$ cat src/rtl/prefix_pkg.sv
// Shared kill/generate/propagate encoding and prefix-combine helpers used by the
// Kogge-Stone add and subtract paths.
package prefix_pkg;

   typedef logic [1:0] kgp_t;

   localparam kgp_t KGP_K = 2'b00;
   localparam kgp_t KGP_P = 2'b01;
   localparam kgp_t KGP_G = 2'b11;

   // Per-bit encoding of operand bits x, y: K if both 0, G if both 1, else P.
   function automatic kgp_t kgp_encode(input logic x, input logic y);
      kgp_t r;
      if (x && y)
         r = KGP_G;
      else if (x || y)
         r = KGP_P;
      else
         r = KGP_K;
      return r;
   endfunction

   // A resolved upper group (K or G) wins; a propagating one defers to the lower group.
   function automatic kgp_t kgp_combine(input kgp_t hi, input kgp_t lo);
      return (hi == KGP_P) ? lo : hi;
   endfunction

endpackage

$ cat src/rtl/prefix_sub_level.sv
// One Kogge-Stone prefix level of span SPAN over a packed 2-bit-per-position kgp vector.
module prefix_sub_level
   import prefix_pkg::*;
#(
   parameter int unsigned WIDTH = 32,
   parameter int unsigned SPAN  = 1
) (
   input  logic [2*WIDTH-1:0] i_kgp,
   output logic [2*WIDTH-1:0] o_kgp
);

   localparam int NPOS = int'(WIDTH);
   localparam int SP   = int'(SPAN);

   genvar gi;
   generate
      for (gi = 0; gi < NPOS; gi++) begin : g_pos
         if (gi >= SP) begin : g_comb
            assign o_kgp[2*gi +: 2] = kgp_combine(i_kgp[2*gi +: 2], i_kgp[2*(gi-SP) +: 2]);
         end else begin : g_pass
            assign o_kgp[2*gi +: 2] = i_kgp[2*gi +: 2];
         end
      end
   endgenerate

endmodule

$ cat src/rtl/prefix_sub_pipe.sv
// 4-stage pipelined Kogge-Stone subtractor (a - b - borrow_in) with valid/ready.
// Compare flags (eq, lt_u, lt_s) are built only when PREFIX_SUB_FLAGS_EN is defined.
module prefix_sub_pipe #(
   parameter int unsigned WIDTH = 32
) (
   input  logic             clk,
   input  logic             reset,
   input  logic             in_valid,
   output logic             in_ready,
   input  logic [WIDTH-1:0] a,
   input  logic [WIDTH-1:0] b,
   input  logic             borrow_in,
   output logic             out_valid,
   input  logic             out_ready,
   output logic [WIDTH-1:0] diff,
   output logic             borrow_out,
   output logic             overflow,
   output logic             eq,
   output logic             lt_u,
   output logic             lt_s
);
   import prefix_pkg::*;

   localparam int unsigned KW  = 2 * WIDTH;
   localparam int unsigned MSB = WIDTH - 1;

   logic             w_advance;
   logic [KW-1:0]    w_kgp0, w_l1, w_l2, w_l3, w_l4, w_l5;
   logic [WIDTH-1:0] w_p;
   logic [WIDTH:0]   w_c;
   logic [WIDTH-1:0] w_diff;
   logic             w_borrow, w_ovf;

   logic             r_s1_valid, r_s2_valid, r_s3_valid, r_out_valid;
   logic [KW-1:0]    r_s1_kgp, r_s2_kgp, r_s3_kgp;
   logic [WIDTH-1:0] r_s1_p, r_s2_p, r_s3_p;
   logic             r_s1_cin, r_s2_cin, r_s3_cin;
   logic             r_s1_amsb, r_s2_amsb, r_s3_amsb;
   logic             r_s1_nbmsb, r_s2_nbmsb, r_s3_nbmsb;
   logic [WIDTH-1:0] r_diff;
   logic             r_borrow, r_ovf;

   assign w_advance = !r_out_valid || out_ready;
   assign in_ready  = w_advance;

   // Encode a + ~b and fold the carry-in (~borrow_in) into position 0.
   always_comb begin
      w_kgp0 = '0;
      for (int i = 0; i < int'(WIDTH); i++)
         w_kgp0[2*i +: 2] = kgp_encode(a[i], ~b[i]);
      if (w_kgp0[1:0] == KGP_P)
         w_kgp0[1:0] = borrow_in ? KGP_K : KGP_G;
   end

   assign w_p = a ^ ~b;

   prefix_sub_level #(.WIDTH(WIDTH), .SPAN(1))  u_lvl1 (.i_kgp(r_s1_kgp), .o_kgp(w_l1));
   prefix_sub_level #(.WIDTH(WIDTH), .SPAN(2))  u_lvl2 (.i_kgp(w_l1),     .o_kgp(w_l2));
   prefix_sub_level #(.WIDTH(WIDTH), .SPAN(4))  u_lvl3 (.i_kgp(r_s2_kgp), .o_kgp(w_l3));
   prefix_sub_level #(.WIDTH(WIDTH), .SPAN(8))  u_lvl4 (.i_kgp(w_l3),     .o_kgp(w_l4));
   prefix_sub_level #(.WIDTH(WIDTH), .SPAN(16)) u_lvl5 (.i_kgp(r_s3_kgp), .o_kgp(w_l5));

   // After the last level every prefix is resolved, so carry into i is prefix[i-1]==G.
   always_comb begin
      w_c    = '0;
      w_c[0] = r_s3_cin;
      for (int i = 1; i <= int'(WIDTH); i++)
         w_c[i] = (w_l5[2*(i-1) +: 2] == KGP_G);
   end

   assign w_diff   = r_s3_p ^ w_c[WIDTH-1:0];
   assign w_borrow = ~w_c[WIDTH];
   assign w_ovf    = (r_s3_amsb == r_s3_nbmsb) && (w_diff[MSB] != r_s3_amsb);

   always_ff @(posedge clk) begin
      if (!reset) begin
         r_s1_valid  <= 1'b0;
         r_s2_valid  <= 1'b0;
         r_s3_valid  <= 1'b0;
         r_out_valid <= 1'b0;
         r_s1_kgp    <= '0;
         r_s2_kgp    <= '0;
         r_s3_kgp    <= '0;
         r_s1_p      <= '0;
         r_s2_p      <= '0;
         r_s3_p      <= '0;
         r_s1_cin    <= 1'b0;
         r_s2_cin    <= 1'b0;
         r_s3_cin    <= 1'b0;
         r_s1_amsb   <= 1'b0;
         r_s2_amsb   <= 1'b0;
         r_s3_amsb   <= 1'b0;
         r_s1_nbmsb  <= 1'b0;
         r_s2_nbmsb  <= 1'b0;
         r_s3_nbmsb  <= 1'b0;
         r_diff      <= '0;
         r_borrow    <= 1'b0;
         r_ovf       <= 1'b0;
      end else if (w_advance) begin
         r_s1_valid  <= in_valid;
         r_s1_kgp    <= w_kgp0;
         r_s1_p      <= w_p;
         r_s1_cin    <= ~borrow_in;
         r_s1_amsb   <= a[MSB];
         r_s1_nbmsb  <= ~b[MSB];
         r_s2_valid  <= r_s1_valid;
         r_s2_kgp    <= w_l2;
         r_s2_p      <= r_s1_p;
         r_s2_cin    <= r_s1_cin;
         r_s2_amsb   <= r_s1_amsb;
         r_s2_nbmsb  <= r_s1_nbmsb;
         r_s3_valid  <= r_s2_valid;
         r_s3_kgp    <= w_l4;
         r_s3_p      <= r_s2_p;
         r_s3_cin    <= r_s2_cin;
         r_s3_amsb   <= r_s2_amsb;
         r_s3_nbmsb  <= r_s2_nbmsb;
         r_out_valid <= r_s3_valid;
         r_diff      <= w_diff;
         r_borrow    <= w_borrow;
         r_ovf       <= w_ovf;
      end
   end

   assign out_valid  = r_out_valid;
   assign diff       = r_diff;
   assign borrow_out = r_borrow;
   assign overflow   = r_ovf;

`ifdef PREFIX_SUB_FLAGS_EN
   logic r_eq, r_lt_u, r_lt_s;

   // Equality needs no borrow-in; r_s3_cin is the inverted borrow_in of this op.
   always_ff @(posedge clk) begin
      if (!reset) begin
         r_eq   <= 1'b0;
         r_lt_u <= 1'b0;
         r_lt_s <= 1'b0;
      end else if (w_advance) begin
         r_eq   <= (w_diff == '0) && r_s3_cin;
         r_lt_u <= w_borrow;
         r_lt_s <= w_diff[MSB] ^ w_ovf;
      end
   end

   assign eq   = r_eq;
   assign lt_u = r_lt_u;
   assign lt_s = r_lt_s;
`else
   assign eq   = 1'b0;
   assign lt_u = 1'b0;
   assign lt_s = 1'b0;
`endif

endmodule

$ cat config.mk
export PLATFORM = sky130hd
export DESIGN_NAME = prefix_sub_pipe
export DESIGN_NICKNAME = d
export VERILOG_FILES = /design/src/rtl/prefix_pkg.sv /design/src/rtl/prefix_sub_level.sv /design/src/rtl/prefix_sub_pipe.sv
export SDC_FILE = /design/constraint.sdc
export NUM_CORES = 1
export LEC_CHECK = 0
export BUFFER_PORTS_ARGS = -buffer_cell sky130_fd_sc_hd__buf_2
export CAP_MARGIN = 40
export CELL_PAD_IN_SITES_DETAIL_PLACEMENT = 0
export CELL_PAD_IN_SITES_GLOBAL_PLACEMENT = 1
export CORE_AREA = 2 2 226 161
export DETAILED_ROUTE_END_ITERATION = 8
export DIE_AREA = 0 0 228 163
export PLACE_DENSITY = 0.82
export SYNTH_ARGS = -nofsm -noshare
export SYNTH_HDL_FRONTEND = slang
export SYNTH_SLANG_ARGS = --single-unit
$ cat constraint.sdc
create_clock -name clk -period 1.1 [get_ports clk]
set_input_delay 0.22 -clock clk [delete_from_list [all_inputs] [get_ports clk]]
set_output_delay 0.22 -clock clk [all_outputs]
set_load 0.005 [all_outputs]
==> flow_metrics.tcl, run 1 <==
set metrics [dict create \
    pwr-share-seq_pct 47.3 \
    synth-simple-area-share_pct 14.7 \
    grt_pass1_vias 11900 \
    cts_num_sinks 335 \
    root_buffer "clkbuf_16" \
    synth_seq_cells 335 \
    yosysTopAreaCell "dfxtp_1" \
    n_fill_cell 3272 \
    worst-path-max-fanout 5 \
    synth_mux_area_share_pct 0.212 \
    dpl.cell_count 2383 \
    wire_per_inst_um 18.2 \
    setup_viol 371 \
    status "finished with violations" \
    grt_util_met3_pct 3.83 \
    dp_hpwl_mm 29.4 \
    crit_cells 4 \
    synthAdderAreaFrac_pct 5.65 \
    synth_top_area_share_pct 47.3 \
    area_delta_synth_final_pct 33.9 \
    cts.clk_slew.worst_paths_ns 0.06 \
    cts_buffers 35 \
    worstHoldPathType "primary input to register" \
    power.density_nw_per_um2 1470 \
    worstSetupStartpointType "register" \
    crit_slowest_cell "dfxtp_2" \
    rsz0062_at_grt "yes" \
    use_met2_pct 32.4 \
    switching_power_uw 6750 \
    r2r_start "out_valid" \
    regToRegEndpoint "r_s2_kgp[22]" \
    r2r_slack_ns -0.49 \
    sw_frac_of_total_pct 24.2 \
    drt-pass1-iter-count 5 \
    synth_edf_count 0 \
    synth.distinct_cells 32 \
    finalNonFillerCells 2492 \
    rows 58 \
    register_area_um2 6710 \
    synth_warnings 0 \
    die_area_um2 37200 \
    cts.htree.levels 2 \
    drtIter0Drc 1282 \
    hold_viol 0 \
    min_period_over_period_pct 146 \
    criticalPathCategory "register to primary output" \
    critPathCaptureType "primary output" \
    fmax_ghz 0.622 \
    routed_via_density 5.34 \
    synth_xor_area_share_pct 1.91 \
    route.detailed.drc 0 \
    vias 13300 \
    drive_above_1_share_pct 25.0 \
    worst-path-buf-inv 3 \
    combPwrFrac_pct 9.0 \
    wirelength_mm 45.4 \
    ys_async_sr_fraction_pct 0 \
    tightest_slew_ns 0.597 \
    p_leak_uw 0.00783 \
    path_cells "nor2b_4, clkinv_8, buf_12, buf_6" \
    violations "setup timing" \
    synthTopCellsByArea "dfxtp_1 47%, a21oi_1 10%, nand2_1 7.9%" \
    n_antenna_cell 0 \
    die_x_um 228 \
    initial_core_util_pct 40.2 \
    track_usage_pct 21.7 \
    critPathMaxStageDelay_ns 0.32 \
    worstPathRequired_ns 0.88 \
    ant_nets 0 \
    gr-total-overflow 0 \
    ys_seq_area_share_pct 47.3 \
    antenna_found_initial 0 \
    synth_top_family_by_area "compound AO/OA/AOI/OAI gates" \
    core_um2 35300 \
    nets 2124 \
    synthFlopType "dfxtp_1" \
    die_height_um 163 \
    r2r_cells 8 \
    min_period_ns 1.61 \
    peakVddDrop_mv 0.855 \
    grt_max_degree 61 \
    cts_tree "built" \
    grtUsageMet1_pct 32.3 \
    clk_latency_ns 0.53 \
    multi_input_area_um2 6990 \
    netlist_area_um2 14200 \
    p_int_uw 21100 \
    syn_inst 1727 \
    critical_path.top_delay_family "flip-flops" \
    drv_slew 0 \
    relSlewSlack_pct 59.8 \
    pin_count 108 \
    startpoint "out_valid" \
    crit_end "in_ready" \
    power_uw 27800 \
    grt.busiest_layer "met2" \
    portBuffers 104 \
    drv_cap 0 \
    final_area_um2 19000 \
    grt_pass1_wl_mm 64.6 \
    synth_compound_area_share_pct 23.6 \
    setup_ws_ns -0.508 \
    dpl-instance-area_um2 16500 \
    clkPwrFrac_pct 43.8 \
    gp_congestion 0.859 \
    cts_max_path_buffers 3 \
    postSynthAreaPerCell_um2 8.21 \
    worstPathArrival_ns 1.39 \
    skew_ns 0.0206 \
]
[worst min path at each step]
stage,from,endpoint,slack (ns),cells after the start
5_1_grt,borrow_in,r_s1_cin,0.03,2
3_5_place_dp,r_s3_kgp[0],r_s3_kgp[0],0.44,2
2_1_floorplan,borrow_in,r_s1_cin,0.31,1
3_3_place_gp,r_s3_kgp[62],borrow_out,0.43,1
4_1_cts,borrow_in,r_s1_cin,0.01,2
6_report,b[23],r_s1_kgp[46],0.02,3
[power by group through the flow]
stage          Combinational (uW)  Sequential (uW)  Clock (uW)
6_report                     2500            13200       12200
5_1_grt                      2760            13200       12800
4_1_cts                      2310            13100       12300
3_5_place_dp                 2250            13400           0
3_3_place_gp                 2210            13400           0
2_1_floorplan                1340            13200           0
[layer usage]
| layer | up-vias | part of all wire [%] |
|---|---|---|
| met4 | 0 | 1.9 |
| met1 | 6357 | 48 |
| met5 | - | 0 |
| met2 | 460 | 42 |
| li1 | 6426 | - |
| met3 | 61 | 7.5 |
[logic make-up (layout without fill, tap and decap cells)]
family | after synthesis | in the layout
compound gates | 586 | 586
xor+xnor | 31 | 31
fa+ha+maj | 64 | 64
buf+inv | 186 | 469
flops | 335 | 335
mux | 3 | 3
other cells | 1 | 3
simple gates | 521 | 521
[layout make-up]
type,count,share of cell area [%]
multi-input cells,1208,36.8
flip-flops and latches,335,35.3
repair buffers,339,17.0
clock buffers,51,5.52
well taps,480,3.16
inverters,72,1.53
clock inverters,7,0.606
[state kept, by name (all words and copies together), names as in the netlist, 32 cells and up]
name      flops
r_s3_p       32
diff         32
r_s1_p       32
r_s3_kgp     64
r_s2_kgp     64
r_s1_kgp     64
r_s2_p       32
[worst min-delay path: cells and delay by family]
kind	cells	cell delay, ns
buf+inv	1	0.09
compound gates	1	0.06
fa+ha+maj	1	0.14
[stage by stage]
| stage | setup TNS (ns) | hold slack [ns] | worst slack (ns) | utilization (%) |
|---|---|---|---|---|
| finish | -123.97 | 0.0231 | -0.508 | 53.8 |
| global route | -141.39 | 0.0262 | -0.539 | 53.8 |
| CTS | -121.59 | 0.0100 | -0.519 | 50.7 |
| detailed placement | -87.34 | 0.441 | -0.389 | 46.8 |
| global placement | -81.90 | 0.432 | -0.402 | 46.8 |
| floorplan | -14.17 | 0.315 | -0.0864 | - |
[cells in the final DEF (no fill, tap or decap), drive strengths merged, types with 6 or more instances in the layout]
master  instances
xnor2          16
nor2          164
nand2b         14
o21ai         149
a21oi         282
ha             64
o211ai         44
and2           16
a211oi        100
clkbuf         73
inv            71
nand3          16
a31oi           6
buf           313
nand2         299
dfxtp         335
nor2b          11
xor2           15
[synth_stat cells (15+ instances only)]
cell type / count
nor2_1: 164
inv_1: 70
a211oi_1: 92
o21ai_1: 41
nand2_1: 299
o21ai_0: 108
and2_1: 16
o211ai_1: 44
a21oi_1: 282
dfxtp_1: 335
buf_6: 15
nand3_1: 16
ha_1: 64
xnor2_1: 16
clkbuf_1: 38
buf_2: 45
xor2_1: 15
[timing repair]
| action | in CTS | in global routing |
|---|---|---|
| gates cloned | 3 | 31 |
| hold buffers | 3 | 0 |
| pin swaps | 0 | 7 |
| gates resized for setup | 13 | 101 |
| endpoints found under the hold margin | 3 | 0 |
| setup buffers | 3 | 11 |
| endpoints found under the setup margin | 370 | 371 |
Power figures use the tool's default switching activity.
==> run 2, diff against run 1 <==
--- a/config.mk
+++ b/config.mk
@@ -10,9 +10,11 @@
 export CELL_PAD_IN_SITES_DETAIL_PLACEMENT = 0
 export CELL_PAD_IN_SITES_GLOBAL_PLACEMENT = 1
 export CORE_AREA = 2 2 226 161
+export CTS_CLUSTER_DIAMETER = 40
 export DETAILED_ROUTE_END_ITERATION = 8
 export DIE_AREA = 0 0 228 163
 export PLACE_DENSITY = 0.82
+export SKIP_CTS_REPAIR_TIMING = 1
 export SYNTH_ARGS = -nofsm -noshare
 export SYNTH_HDL_FRONTEND = slang
 export SYNTH_SLANG_ARGS = --single-unit
==> run 2 against run 1 <==
Against the previous run: the run still ends with setup timing left; die area did not move; count of clock-buffer cells in the layout grew 2; critical path depth is the same; combinational power down 4%; first-iteration DRC count decreased by 6.7%; highest routed layer unchanged; sequential power about the same; wire length shrank 5.3%; sequential share of layout area up 0.75 points; critical endpoint unchanged; final cell count fell by 0.24%; largest power group unchanged; clock skew fell by 0.0050 ns; total power increased by 1.8%.
==> flow_metrics.tcl, run 2 (synthesis results as in run 1) <==
set metrics [dict create \
    final_cell_mix "330 x dfxtp_1, 299 x nand2_1, 271 x a21oi_1" \
    route.detailed.drc 0 \
    dpl-instance-area_um2 16500 \
    peakVddDrop_mv 0.994 \
    skew_ns 0.0156 \
    grt_pass1_wl_mm 63.5 \
    crit_slowest_cell "dfxtp_2" \
    drtIter0Drc 1196 \
    rsz0062_at_grt "yes" \
    tightest_slew_ns 0.679 \
    regToRegEndpoint "r_s3_kgp[30]" \
    ant_nets 0 \
    violations "setup timing" \
    drv_slew 0 \
    min_period_over_period_pct 147 \
    worst-path-max-fanout 7 \
    drv_cap 0 \
    cts_max_path_buffers 3 \
    multi_input_area_um2 6920 \
    root_buffer "clkbuf_16" \
    die_area_um2 37200 \
    setup_viol 371 \
    die_height_um 163 \
    die_x_um 228 \
    setup_ws_ns -0.520 \
    wirelength_mm 43.0 \
    cts_tree "built" \
    worstHoldPathType "primary input to register" \
    cts.htree.levels 2 \
    final_area_um2 18600 \
    critPathCaptureType "primary output" \
    hold_viol 0 \
    drt-pass1-iter-count 7 \
    vias 13100 \
    worstPathRequired_ns 0.88 \
    n_antenna_cell 0 \
    portBuffers 104 \
    whs_path_depth 3 \
    gr-total-overflow 0 \
    worstSetupStartpointType "register" \
    r2r_slack_ns -0.52 \
    antenna_found_initial 0 \
    wl_met2_mm 17.9 \
    cts.clk_slew.worst_paths_ns 0.06 \
    topRoutingLayerUsed "met4" \
    cts_buffers 38 \
    p_leak_uw 0.00764 \
    cts_num_sinks 335 \
    wl_met3_mm 2.80 \
    min_period_ns 1.62 \
    gp_congestion 0.859 \
    pin_count 108 \
    nets 2112 \
    initial_core_util_pct 40.2 \
    track_usage_pct 21.3 \
    area_delta_synth_final_pct 31.2 \
    clk_latency_ns 0.54 \
    power.density_nw_per_um2 1520 \
    critPathMaxStageDelay_ns 0.32 \
    r2r_start "out_valid" \
    n_fill_cell 3349 \
    fmax_ghz 0.617 \
    register_area_um2 6710 \
    status "finished with violations" \
    hp-start "a[31]" \
    largestRegisters "r_s1_kgp (64), r_s2_kgp (64), r_s3_kgp (64)" \
    hold_path_end "r_s1_amsb" \
    core_um2 35300 \
    fin_util_pct 52.7 \
    wire_per_inst_um 17.3 \
    relSlewSlack_pct 54.2 \
    criticalPathCategory "register to primary output" \
    wl_met1_mm 21.4 \
    dp_hpwl_mm 29.4 \
    worstPathArrival_ns 1.40 \
    grt_pass1_vias 11800 \
    path_cells "nor2b_4, clkinv_8, buf_12, buf_6" \
    drive_above_1_share_pct 23.7 \
    rows 58 \
    routed_via_density 5.27 \
    r2r_cells 8 \
    final_common_cell "dfxtp_1" \
    grt_max_degree 70 \
]
==> run 2: routing by layer <==
metal	track usage, %	up-vias
li1	-	6396
met1	31.2	6232
met2	31.9	405
met3	4.01	66
met4	5.76	0
met5	0	-
==> run 2: how the worst max path moves through the flow <==
stage | to | from
2_1_floorplan | r_s2_kgp[29] | out_valid
3_3_place_gp | diff[29] | r_s3_kgp[25]
3_5_place_dp | r_s3_p[0] | out_ready
4_1_cts | in_ready | out_valid
5_1_grt | in_ready | out_valid
6_report | in_ready | out_valid
==> run 2: layout make-up <==
class                           instances  share of cell area (%)
Sequential cell                       335                    36.1
Inverter                               72                    1.56
Multi-Input combinational cell       1208                    37.2
Clock buffer                           53                    5.92
Timing Repair Buffer                  324                    15.2
Tap cell                              480                    3.23
Clock inverter                         14                   0.841
==> run 2: metrics by stage <==
step	cells	total power (uW)	TNS (ns)	setup WS [ns]	hold WS, ns
2_1_floorplan	1729	14600	-14.17	-0.0864	0.315
3_3_place_gp	2383	15600	-81.90	-0.402	0.432
3_5_place_dp	2383	15600	-87.34	-0.389	0.441
4_1_cts	2450	28300	-96.44	-0.822	-0.101
5_1_grt	2486	29300	-135.75	-0.563	0.0204
6_report	2486	28300	-114.83	-0.520	0.00445
==> run 2: power by group <==
group,internal (uW),switching (uW)
Sequential,12700,467
Combinational,1070,1340
Clock,7700,5090
Total,21500,6890
==> run 2: critical path, delay by kind of cell, from the launching register on <==
family	cells	cell delay, ns
DFF	1	0.32
buffers and inverters	3	0.33
and+or+nand+nor	1	0.21
==> run 3, diff against run 2 <==
--- a/config.mk
+++ b/config.mk
@@ -13,6 +13,7 @@
 export CTS_CLUSTER_DIAMETER = 40
 export DETAILED_ROUTE_END_ITERATION = 8
 export DIE_AREA = 0 0 228 163
+export HOLD_SLACK_MARGIN = 0.05
 export PLACE_DENSITY = 0.82
 export SKIP_CTS_REPAIR_TIMING = 1
 export SYNTH_ARGS = -nofsm -noshare
==> run 3 against run 2 <==
Against the previous run: the flow still finishes with violations (setup timing); global-route usage unchanged; combinational power is 2% higher; count of clock-buffer cells in the layout did not move; setup slack hardly changed; clock skew fell by 0.0026 ns; largest power group unchanged.
==> flow_metrics.tcl, run 3 (synthesis results as in run 1) <==
set metrics [dict create \
    status "finished with violations" \
    violations "setup timing" \
    min_period_ns 1.62 \
    min_period_over_period_pct 147 \
    dpl.cell_count 2383 \
    regToRegEndpoint "r_s3_kgp[30]" \
    die_area_um2 37200 \
    setup_ws_ns -0.520 \
    r2r_slack_ns -0.51 \
    final_cell_mix "330 x dfxtp_1, 299 x nand2_1, 271 x a21oi_1" \
    ant_nets 0 \
    power.density_nw_per_um2 1510 \
    final_common_cell "dfxtp_1" \
    area_delta_synth_final_pct 32.3 \
    wire_per_inst_um 17.2 \
    core_um2 35300 \
    worstSetupStartpointType "register" \
    fmax_ghz 0.617 \
    wirelength_mm 43.1 \
    drv_cap 0 \
    peakVddDrop_mv 0.997 \
    skew_ns 0.0130 \
    route.detailed.drc 0 \
    cts_num_sinks 335 \
    dpl-instance-area_um2 16500 \
    rsz0062_at_grt "yes" \
    power_uw 28400 \
    antenna_found_initial 0 \
    r2r_cells 8 \
    pin_count 108 \
    worst-path-max-fanout 7 \
    grt_max_degree 70 \
    grt_pass1_vias 11800 \
    vias 13100 \
    cts_tree "built" \
    hold_viol 0 \
    crit_end "in_ready" \
    setup_viol 371 \
    n_antenna_cell 0 \
    worstPathRequired_ns 0.88 \
    grt_pass1_wl_mm 63.5 \
    critPathCaptureType "primary output" \
    fin_util_pct 53.2 \
    drv_slew 0 \
    criticalPathCategory "register to primary output" \
    startpoint "out_valid" \
    drt-pass1-iter-count 5 \
    portBuffers 104 \
    gp_congestion 0.859 \
    largestRegisters "r_s1_kgp (64), r_s2_kgp (64), r_s3_kgp (64)" \
    rows 58 \
    dp_hpwl_mm 29.4 \
    n_fill_cell 3337 \
    die_height_um 163 \
    track_usage_pct 21.3 \
    worstHoldPathType "primary input to register" \
    cts.htree.levels 2 \
    clk_latency_ns 0.53 \
    final_area_um2 18800 \
    relSlewSlack_pct 54.0 \
    gr-total-overflow 0 \
    cts.clk_slew.worst_paths_ns 0.06 \
    routed_via_density 5.25 \
    die_x_um 228 \
    drive_above_1_share_pct 23.5 \
    cts_buffers 38 \
    r2r_start "out_valid" \
    whs_ns 0.0329 \
    finalNonFillerCells 2501 \
    initial_core_util_pct 40.2 \
    drtIter0Drc 1275 \
    tightest_slew_ns 0.683 \
    worstPathArrival_ns 1.40 \
    root_buffer "clkbuf_16" \
    p_leak_uw 0.00770 \
    nets 2127 \
    cts_max_path_buffers 3 \
]
## run 3: how the worst min path moves through the flow
stage / startpoint / to / slack [ns] / cells after the start
floorplan: borrow_in / r_s1_cin / 0.31 / 1
global placement: r_s3_kgp[62] / borrow_out / 0.43 / 1
detailed placement: r_s3_kgp[0] / r_s3_kgp[0] / 0.44 / 2
CTS: b[31] / r_s1_nbmsb / -0.10 / 2
global route: b[4] / r_s1_kgp[8] / 0.05 / 3
finish: b[27] / r_s1_kgp[54] / 0.03 / 3
## run 3: power by group
group          switching, uW  internal [uW]  leakage [uW]  total (uW)
clock network           5080           7700      0.000612       12800
registers                466          12700       0.00275       13200
logic                   1340           1100       0.00435        2450
## run 3: worst max-delay path, stage by stage, from the launching register on
cell and delay [ns]:
dfxtp_2 0.32, nor2b_4 0.21, clkinv_8 0.10, buf_12 0.13, buf_6 0.10
## run 3: routing by layer
metal | vias up | wire, um | global-route usage [%] | part of all wire (%)
met2 | 410 | 18000 | 31.9 | 42
met5 | - | 0 | 0 | 0
met4 | 0 | 886 | 5.76 | 2.1
li1 | 6433 | - | - | -
met3 | 67 | 2950 | 4.01 | 6.8
met1 | 6208 | 21300 | 31.2 | 49
## run 3: stage by stage
step | setup TNS, ns | worst slack (ns)
final | -114.33 | -0.520
after global routing | -135.41 | -0.563
after CTS | -96.44 | -0.822
after detailed placement | -87.34 | -0.389
after global placement | -81.90 | -0.402
after floorplan | -14.17 | -0.0864
## run 3: cell type report
cell class                      count  area (um^2)  area share, %
Tap cell                          480          601           3.20
Inverter                           72          290           1.55
Multi-Input combinational cell   1208         6920           36.9
Sequential cell                   335         6710           35.8
Timing Repair Buffer              339         2970           15.9
Clock buffer                       53         1100           5.87
Clock inverter                     14          156          0.834
